--- src/rtl/alu_issue_arbiter.sv ---
// alu_issue_arbiter
// Round-robin issue arbiter sharing the single ALU between operand-collector
// entries. Grants at most one entry per cycle, holds back non-branch issue
// when the CDB slot of the ALU result cycle is already claimed, and (when the
// ALU_ARB_BR_BLOCK_EN macro is defined) blocks a warp from issuing while one
// of its branches is unresolved. With the macro undefined the branch-pending
// state is removed and BrPending_ARB is tied to zero.
module alu_issue_arbiter #(
  parameter int NUM_REQ   = 4,
  parameter int NUM_WARPS = 8,
  localparam int SW = (NUM_REQ > 1) ? $clog2(NUM_REQ) : 1
) (
  input  logic                 clk,
  input  logic                 rst,
  input  logic [NUM_REQ-1:0]   Req_OC_ARB,
  input  logic [3*NUM_REQ-1:0] WarpID_OC_ARB,
  input  logic [NUM_REQ-1:0]   IsBr_OC_ARB,
  input  logic                 CDB_Claim_Next,
  input  logic                 BrDone_SIMT_ARB,
  input  logic [2:0]           BrDone_WarpID_SIMT_ARB,
  output logic [NUM_REQ-1:0]   Grant_ARB_OC,
  output logic [SW-1:0]        Sel_ARB_OC,
  output logic                 Valid_ARB_ALU,
  output logic [NUM_WARPS-1:0] BrPending_ARB,
  output logic [15:0]          IssueCnt_ARB
);

  logic [SW-1:0]      ptr_q, ptr_d;
  logic [15:0]        cnt_q, cnt_d;
  logic [NUM_REQ-1:0] blocked_s;
  logic [NUM_REQ-1:0] cand_s;
  logic [NUM_REQ-1:0] grant_s;
  logic [SW-1:0]      sel_s;
  logic               found_s;
  logic               valid_s;
  logic [2:0]         sel_warp_s;

`ifdef ALU_ARB_BR_BLOCK_EN
  logic [NUM_WARPS-1:0] br_pend_q, br_pend_d;

  // A request is blocked while its warp has an outstanding branch.
  always_comb begin
    blocked_s = '0;
    for (int i = 0; i < NUM_REQ; i++) begin
      blocked_s[i] = br_pend_q[WarpID_OC_ARB[3*i +: 3]];
    end
  end

  // Branch-pending update: BrDone clears, a granted branch sets its warp.
  always_comb begin
    br_pend_d = br_pend_q;
    if (BrDone_SIMT_ARB) begin
      br_pend_d[BrDone_WarpID_SIMT_ARB] = 1'b0;
    end else begin
      br_pend_d = br_pend_d;
    end
    if (valid_s && IsBr_OC_ARB[sel_s]) begin
      br_pend_d[sel_warp_s] = 1'b1;
    end else begin
      br_pend_d = br_pend_d;
    end
  end

  // Branch-pending flags register.
  always_ff @(posedge clk or negedge rst) begin
    if (!rst) begin
      br_pend_q <= '0;
    end else begin
      br_pend_q <= br_pend_d;
    end
  end

  assign BrPending_ARB = br_pend_q;
`else
  // Without blocking, branch completion and warp IDs have no effect here.
  logic unused_br_s;
  assign unused_br_s   = ^{BrDone_SIMT_ARB, BrDone_WarpID_SIMT_ARB, WarpID_OC_ARB, sel_warp_s};
  assign blocked_s     = '0;
  assign BrPending_ARB = '0;
`endif

  assign sel_warp_s = WarpID_OC_ARB[3*sel_s +: 3];

  // Candidates: requesting, not blocked, and not a CDB writer when the slot is taken.
  always_comb begin
    cand_s = '0;
    for (int i = 0; i < NUM_REQ; i++) begin
      cand_s[i] = Req_OC_ARB[i] & ~blocked_s[i] & ~(CDB_Claim_Next & ~IsBr_OC_ARB[i]);
    end
  end

  // Round-robin search starting at ptr_q; first candidate found wins.
  always_comb begin
    logic [SW-1:0] idx_v;
    found_s = 1'b0;
    sel_s   = '0;
    idx_v   = '0;
    for (int k = 0; k < NUM_REQ; k++) begin
      idx_v = ptr_q + SW'(k);
      if (!found_s && cand_s[idx_v]) begin
        found_s = 1'b1;
        sel_s   = idx_v;
      end else begin
        found_s = found_s;
      end
    end
  end

  // Grant outputs are forced idle while reset is asserted.
  always_comb begin
    grant_s = '0;
    valid_s = found_s & rst;
    if (valid_s) begin
      grant_s[sel_s] = 1'b1;
    end else begin
      grant_s = '0;
    end
  end

  assign Grant_ARB_OC  = grant_s;
  assign Sel_ARB_OC    = valid_s ? sel_s : '0;
  assign Valid_ARB_ALU = valid_s;

  // Pointer advances past the granted entry; issue counter counts grants.
  always_comb begin
    if (valid_s) begin
      ptr_d = sel_s + SW'(1);
      cnt_d = cnt_q + 16'd1;
    end else begin
      ptr_d = ptr_q;
      cnt_d = cnt_q;
    end
  end

  // Pointer and issue counter registers.
  always_ff @(posedge clk or negedge rst) begin
    if (!rst) begin
      ptr_q <= '0;
      cnt_q <= 16'd0;
    end else begin
      ptr_q <= ptr_d;
      cnt_q <= cnt_d;
    end
  end

  assign IssueCnt_ARB = cnt_q;

endmodule

--- config.mk ---
export PLATFORM = sky130hd
export DESIGN_NAME = alu_issue_arbiter
export DESIGN_NICKNAME = d
export VERILOG_FILES = /design/src/rtl/alu_issue_arbiter.sv
export SDC_FILE = /design/constraint.sdc
export NUM_CORES = 1
export LEC_CHECK = 0
export CAP_MARGIN = 10
export CORE_UTILIZATION = 34
export DETAILED_ROUTE_END_ITERATION = 6
export PLACE_DENSITY = 0.86
export SLEW_MARGIN = 20
export SYNTH_ARGS = -nofsm -noshare
export SYNTH_HDL_FRONTEND = slang
export SYNTH_SLANG_ARGS = --single-unit
--- constraint.sdc ---
create_clock -name clk -period 1.3 [get_ports clk]
set_input_delay 0.13 -clock clk [delete_from_list [all_inputs] [get_ports clk]]
set_output_delay 0.13 -clock clk [all_outputs]
set_load 0.05 [all_outputs]
**Yosys cells after proc, flatten, opt, wreduce, memory -nomap -nowiden**

Cells that the tools add are included.

- $add $sub $neg: 5
- $lt $le $gt $ge: 6
- Muxes and demuxes: 20
- Bitwise operators: 17
- Reduce and logical (&&, ||, !) cells: 7

Operator list:

| operator | count |
|---|---|
| adder 16 x 1 -> 16 bit, second input constant | 1 |
| less-than comparator 2 x 3 -> 1 bit, second input constant | 5 |
| 2-to-1 mux 2 bit | 5 |
| bitwise AND 1 bit | 9 |
| 2-to-1 mux 1 bit | 9 |
| binary-select mux 1 bit (select 2 bit) | 4 |
| NOT 1 bit | 8 |
| adder 2 x 1 -> 2 bit, second input constant | 2 |
| adder 2 bit, second input constant | 2 |
| logical AND 1 bit | 4 |
| 2-to-1 mux 4 bit | 1 |
| zero test 1 bit | 3 |
| demux 1 bit (select 2 bit) | 1 |
| greater-or-equal comparator 2 x 1 -> 1 bit, second input constant | 1 |

- Flip-flop bits (word level): 18
- Output and inout bits: 31
- Logic and storage cells: 57

**Longest topological paths before layout**

Gate-level depths: netlist of run 1.

- Depth in word-level cells: 21
- Mapped depth: 8
- Gate-level depth less buffers: 7

**Least setup slack after synthesis of run 1**

Ideal clock, no wire load.

- Path type: input-to-output
- From: input CDB_Claim_Next
- To: output Grant_ARB_OC[0]
- Arrival: 1.955 ns
- Slack: -0.785 ns
- Stages on the path: 5
- Cells stage by stage: inv_1 -> o21ai_0 -> a32oi_1 -> a22o_1 -> nor3_1

- Cells in the longest elaborated chain, start to end: 20
- Elaborated cells on any way between the ends: 41
- Those cells by class: 2 x order compare; 19 x mux; 13 x bitwise; 7 x reduce/logical

RTL lines:

| item | line | RTL |
|---|---|---|
| start: declaration | 18 | `input logic CDB_Claim_Next,` |
| bitwise AND 1 bit | 88 | `cand_s[i] = Req_OC_ARB[i] & ~blocked_s[i] & ~(CDB_Claim_Next & ~IsBr_OC_ARB[i]);` |
| NOT 1 bit | 88 |  |
| bitwise AND 1 bit | 88 |  |
| binary-select mux 1 bit (select 2 bit) | 100 | `if (!found_s && cand_s[idx_v]) begin` |
| 2-to-1 mux 1 bit (implied by the code) | 100 |  |
| 2-to-1 mux 1 bit | 100 |  |
| zero test 1 bit | 100 |  |
| logical AND 1 bit | 100 |  |
| [4 not listed] | - |  |
| zero test 1 bit | 100 |  |
| logical AND 1 bit | 100 |  |
| 2-to-1 mux 2 bit | 100 |  |
| less-than comparator 2 x 3 -> 1 bit (implied by the code) or greater-or-equal comparator 2 x 1 -> 1 bit (tied branches) | 114 | `grant_s[sel_s] = 1'b1;` |
| logical AND 1 bit (implied by the code) | 114 |  |
| 2-to-1 mux 1 bit (implied by the code) | 114 |  |
| demux 1 bit (select 2 bit) | 114 |  |
| 2-to-1 mux 4 bit * | 113 | `if (valid_s) begin` |
| end: declaration | 21 | `output logic [NUM_REQ-1:0] Grant_ARB_OC,` |

Mark *: on every way between the ends. The rest lies on a longest branch, timed or not. The select of a mux whose other input is x is not followed.

**Worst setup path in the final report of run 1**

- From: register ptr_q[1]
- To: output Grant_ARB_OC[3]

- Cells in the longest elaborated chain, start to end: 17
- Elaborated cells on any way between the ends: 32
- Those cells by class: 3 x add/sub; 2 x order compare; 19 x mux; 1 x bitwise; 7 x reduce/logical

RTL lines:

| item | line | RTL |
|---|---|---|
| start: declaration | 28 | `logic [SW-1:0] ptr_q, ptr_d;` |
| start signal: assignment | 141 | `ptr_q <= ptr_d;` |
| branches (longest 16 deep; another with less-than comparator 2 x 3 -> 1 bit) | - |  |
| 2-to-1 mux 4 bit * | 113 |  |

Every way passes the cells marked *. The select of a mux whose other input is x is not followed.

==> metrics.yaml, run 1 <==
max_cap_viol_count: 0
synth_top_area_share_pct: 44.06
period_share_pct: 136.3
syn_to_final_growth_pct: 107.8
placed_area_um2: 1933
hold_viol: 0
worstRegToRegCells: 6
hold_path_class: "in2async"
critPathMaxStageDelay_ns: 0.44
ys_seq_elements: 18
crit_fanout: 5
boundaryPins: 58
cts_inserted_buffers: 3
cp.depth: 5
track_usage_pct: 20.02
nets: 202
ctsLongestPathBuffers: 2
num_vias: 1033
cpMaxStageDelayCell: "dfrtp_1"
max_freq_mhz: 564.4
rsz0062_at_grt: "yes"
setup_viol: 7
clock_sinks: 18
powerDensity_nw_per_um2: 1669
synth_common_cells: "dfrtp_1, xnor2_1, nand2_1"
drive_above_1_share_pct: 69.94
path_buf_inv: 1
pre_cts_slack_ns: -0.6949
synth_ff_type: "dfrtp_1"
drv_slew: 0
fillCellCount: 157
root_buffer: "clkbuf_4"
min_period_ns: 1.772
dieArea_um2: 3230
cp.arrival_ns: 1.64
antenna_found_initial: 0
end_kind: "output port"
crit_type: "reg2out"
leakage_nw: 0.9255
cp_top_family: "flip-flops"
start_util_pct: 36.44
grt_first_pass_wirelength_um: 5050
yosysMostFrequentCell: "dfrtp_1"
worstPathRequired_ns: 1.17
yosys.cell_types.count: 29
fin_tns_setup_ns: -2.808
avgSynthCellArea_um2: 9.829
p_total_mw: 3.547
die_w_um: 56.83
fin_skew_ns: 0.007292
place.gp.congestion: 0.7945
clk_pin_slew_ns: 0.11
clk_latency_ns: 0.31
run_status: "finished, violations left"
netlist_area_um2: 1022
syn_inst: 104
grt_max_degree: 19
die_height_um: 56.83
violations: "DRC, setup timing"
first_global_vias: 1072
dp_hpwl_um: 2252
crit_chain: "a21bo_2 -> a22oi_2 -> nand2_2 -> nor2_4 -> buf_12"
viasPerCell: 5.064
route.detailed.drc: 7
yosys_warnings: 0
ant_nets: 0
rows: 19
port_buffers: 33
synth_top_area_cell: "dfrtp_1"
synth.top_cells.by_area: "dfrtp_1, xnor2_1, buf_4, nand3_1, nand2_1"
cts_tree: "yes"
ys_seq_area_share_pct: 44.06
finalWorstSetupSlack_ns: -0.4717
overflow: 0
firstDrtPassIters: 6
synth_edf_count: 0
h-tree-depth: 1
diodes: 0
startpoint_type: "register"
final_util_pct: 75.74
wl_per_cell_um: 15.53
design_area_um2: 2125
drt_iter0_drc: 35
vdd_drop_max_mv: 1.353
routed_wirelength_um: 3169
async_reset_ff_share_pct: 100.0
core_area_um2: 2805
## area by class of cell
cell class                      instances  area (um2)  share of cell area, %
Clock buffer                            4       36.28                  1.708
Inverter                                6       38.79                  1.826
Multi-Input combinational cell         78       749.5                  35.28
Sequential cell                        18       462.9                  21.79
Tap cell                               31       38.79                  1.826
Timing Repair Buffer                   67       798.3                  37.57
## final timing paths
path / start / to / slack, ns
max: ptr_q[1] / Grant_ARB_OC[3] / -0.47
min: rst / IssueCnt_ARB[3] / 0.52
max reg2reg: ptr_q[1] / ptr_q[1] / -0.11
min reg2reg: IssueCnt_ARB[11] / IssueCnt_ARB[11] / 0.54
max in group asynchronous: rst / IssueCnt_ARB[0] / 0.57
min in group clk: rst / IssueCnt_ARB[7] / 0.53
## worst min-delay path: cells and delay by family
family | cells | cell delay [ns]
buffers and inverters | 3 | 1.08
## cell families (layout without fill, tap and decap cells)
family                   after synthesis  in the layout  synth area share (%)
AND/OR/NAND/NOR                       33             33                 17.38
AO/OA/AOI/OAI                         20             20                 13.83
flip-flops                            18             18                 44.06
XOR/XNOR                              16             16                 13.71
buffers and inverters                 15             77                 9.425
adder cells (fa/ha/maj)                1              1                 1.224
other                                  1              8                0.3668
## per-stage QoR
| stage | instances | hold slack [ns] |
|---|---|---|
| floorplan | 111 | -0.1656 |
| global placement | 190 | 0.4916 |
| detailed placement | 190 | 0.5269 |
| CTS | 196 | 0.4623 |
| global route | 204 | 0.5382 |
| finish | 204 | 0.5177 |
## layout by cell type (no fill, tap or decap), drive strengths merged
master       count
buf             60
dlygate4sd2      1
o21ai            5
a41o             1
nand2            9
o21a             1
dfrtp           18
inv              5
clkinvlp         1
xor2             2
a22o             1
conb             8
nand3            8
nor3             2
and3             3
o21bai           2
a21boi           1
a21bo            1
nor2             7
a21oi            2
nand4            3
clkbuf           9
a22oi            4
or2b             1
ha               1
xnor2           14
a32oi            2
dlygate4sd3      1
## flip-flops by register name, summed over array words and instances, names as in the netlist
register,flops
IssueCnt_ARB,16
ptr_q,2
## where the power goes
part / leakage, nW / internal (mW) / switching (mW) / total, mW
clock: 0.0210 / 0.171 / 0.193 / 0.364
combinational: 0.683 / 1.13 / 1.18 / 2.31
sequential: 0.222 / 0.706 / 0.162 / 0.868
total: 0.926 / 2.01 / 1.54 / 3.55
## timing repair
| item | in CTS | in global routing |
|---|---|---|
| hold endpoints to repair | 18 | 0 |
| hold buffers | 1 | 0 |
| endpoints found under the setup margin | 23 | 14 |
| buffers inserted | 3 | 8 |
| gates resized for setup | 42 | 15 |
| pin swaps | 18 | 13 |
## routing by layer
metal  track usage (%)  share of wire (%)  vias up
met5                 0                  0        -
met1             24.13                 41      515
li1                  -                  -      486
met4             6.969                2.0        0
met2             36.73                 54       28
met3             2.074                2.7        4
Power figures use the tool's default switching activity.
==> run 2, diff against run 1 <==
--- a/config.mk
+++ b/config.mk
@@ -6,9 +6,11 @@
 export NUM_CORES = 1
 export LEC_CHECK = 0
 export CAP_MARGIN = 10
-export CORE_UTILIZATION = 34
+export CORE_UTILIZATION = 45
 export DETAILED_ROUTE_END_ITERATION = 6
-export PLACE_DENSITY = 0.86
+export DONT_BUFFER_PORTS = 1
+export PLACE_DENSITY = 0.72
+export SKIP_LAST_GASP = 1
 export SLEW_MARGIN = 20
 export SYNTH_ARGS = -nofsm -noshare
 export SYNTH_HDL_FRONTEND = slang
==> constraint.sdc (replaced) <==
create_clock -name clk -period 1.55 [get_ports clk]
set_input_delay 0.155 -clock clk [delete_from_list [all_inputs] [get_ports clk]]
set_output_delay 0.155 -clock clk [all_outputs]
set_load 0.05 [all_outputs]
==> metrics.yaml, run 2 (synthesis gave the netlist of run 1 again) <==
wl_per_cell_um: 13.52
violations: "setup timing"
final_cell_mix: "buf_4, xnor2_1, dfrtp_1"
worstPathRequired_ns: 1.39
cp-startpoint: "ptr_q[0]"
hold_ws_ns: 0.3148
start_util_pct: 50.06
rsz0062_at_grt: "yes"
clk_pin_slew_ns: 0.10
die_w_um: 49.66
hold_start: "rst"
finalWorstSetupSlack_ns: -0.1627
max_freq_mhz: 583.9
core_area_um2: 2042
min_period_ns: 1.713
crit_type: "reg2out"
fin_skew_ns: 0.0009501
drt_iter0_drc: 16
nets: 163
diodes: 0
largest_reg_flops: 16
dp_hpwl_um: 1611
die_height_um: 49.66
ctsLongestPathBuffers: 2
grt_first_pass_wirelength_um: 3436
drive_above_1_share_pct: 38.81
h-tree-depth: 1
powerDensity_nw_per_um2: 1573
clock_sinks: 18
drv_slew: 0
track_usage_pct: 18.99
viasPerCell: 5.199
leakage_nw: 0.6448
run_status: "finished, violations left"
rrSetupSlack_ns: 0.19
hold_path_class: "in2reg"
p_total_mw: 2.175
cts_tree: "yes"
first_global_vias: 810
end_kind: "output port"
vdd_drop_max_mv: 1.378
place.gp.congestion: 0.7613
cts_inserted_buffers: 3
num_vias: 837
max_cap_viol_count: 0
routed_wirelength_um: 2177
tightest_slew_ns: 0.7639
firstDrtPassIters: 4
dieArea_um2: 2466
ant_nets: 0
startpoint_type: "register"
rows: 16
root_buffer: "clkbuf_4"
period_share_pct: 110.5
overflow: 0
setup_viol: 6
clk_latency_ns: 0.29
port_buffers: 0
hold_viol: 0
grt_max_degree: 19
syn_to_final_growth_pct: 35.25
antenna_found_initial: 0
rr_startpoint: "ptr_q[0]"
route.detailed.drc: 0
layout_commonest_cell: "buf_4"
crit_fanout: 4
fin_tns_setup_ns: -0.7916
cp.arrival_ns: 1.56
boundaryPins: 58
relSlewSlack_pct: 48.91
[run 2: power by group]
part	switching [mW]	total [mW]	internal [mW]
registers	0.0778	0.665	0.587
logic	0.801	1.22	0.423
clock network	0.143	0.286	0.143
[run 2: repair_timing]
item                                    4_1_cts  5_1_grt
setup buffers                                 2        0
hold endpoints to repair                     18        0
hold buffers                                  1        0
pin swaps                                     3        5
endpoints found under the setup margin        6        6
resized for setup                             8        5
[run 2: worst paths after layout]
kind | to | cells after the start
max | Grant_ARB_OC[0] | 5
min | IssueCnt_ARB[7] | 5
max reg2reg | ptr_q[1] | 6
min reg2reg | IssueCnt_ARB[12] | 1
max in group asynchronous | IssueCnt_ARB[6] | 1
min in group asynchronous | IssueCnt_ARB[10] | 1
[run 2: metrics by stage]
step | cells | cell area [um2] | setup slack [ns] | util [%]
detailed placement | 154 | 1272 | 0.01133 | 62.32
finish | 161 | 1383 | -0.1627 | 67.71
CTS | 161 | 1363 | -0.1577 | 66.73
floorplan | 111 | 1072 | -0.1731 | -
global placement | 154 | 1272 | 0.05016 | 62.32
global route | 161 | 1383 | -0.2760 | 67.71
[run 2: cell type report]
cell class                      instances  area (um2)
Inverter                                6       25.02
Multi-Input combinational cell         78       560.5
Fill cell                             171       659.4
Tap cell                               27       33.78
Clock buffer                            4       36.28
Timing Repair Buffer                   28       270.3
Sequential cell                        18       456.7
[run 2: per-layer routing]
layer	routed length, um	GRT usage, %
met1	863	21.50
met2	1120	32.66
met3	156	5.556
met4	37	8.571
met5	0	0
[run 2: worst max-delay path, cell delays in order (launching register included)]
cell,delay [ns]
dfrtp_1,0.40
inv_2,0.09
a32oi_1,0.09
a22o_2,0.33
nor3_2,0.18
buf_6,0.18
==> run 3, diff against run 2 <==
--- a/config.mk
+++ b/config.mk
@@ -5,7 +5,7 @@
 export SDC_FILE = /design/constraint.sdc
 export NUM_CORES = 1
 export LEC_CHECK = 0
-export CAP_MARGIN = 10
+export CAP_MARGIN = 5
 export CORE_UTILIZATION = 45
 export DETAILED_ROUTE_END_ITERATION = 6
 export DONT_BUFFER_PORTS = 1
==> results of run 3 <==
The final DEF is identical to that of run 2; final timing and power are the same.
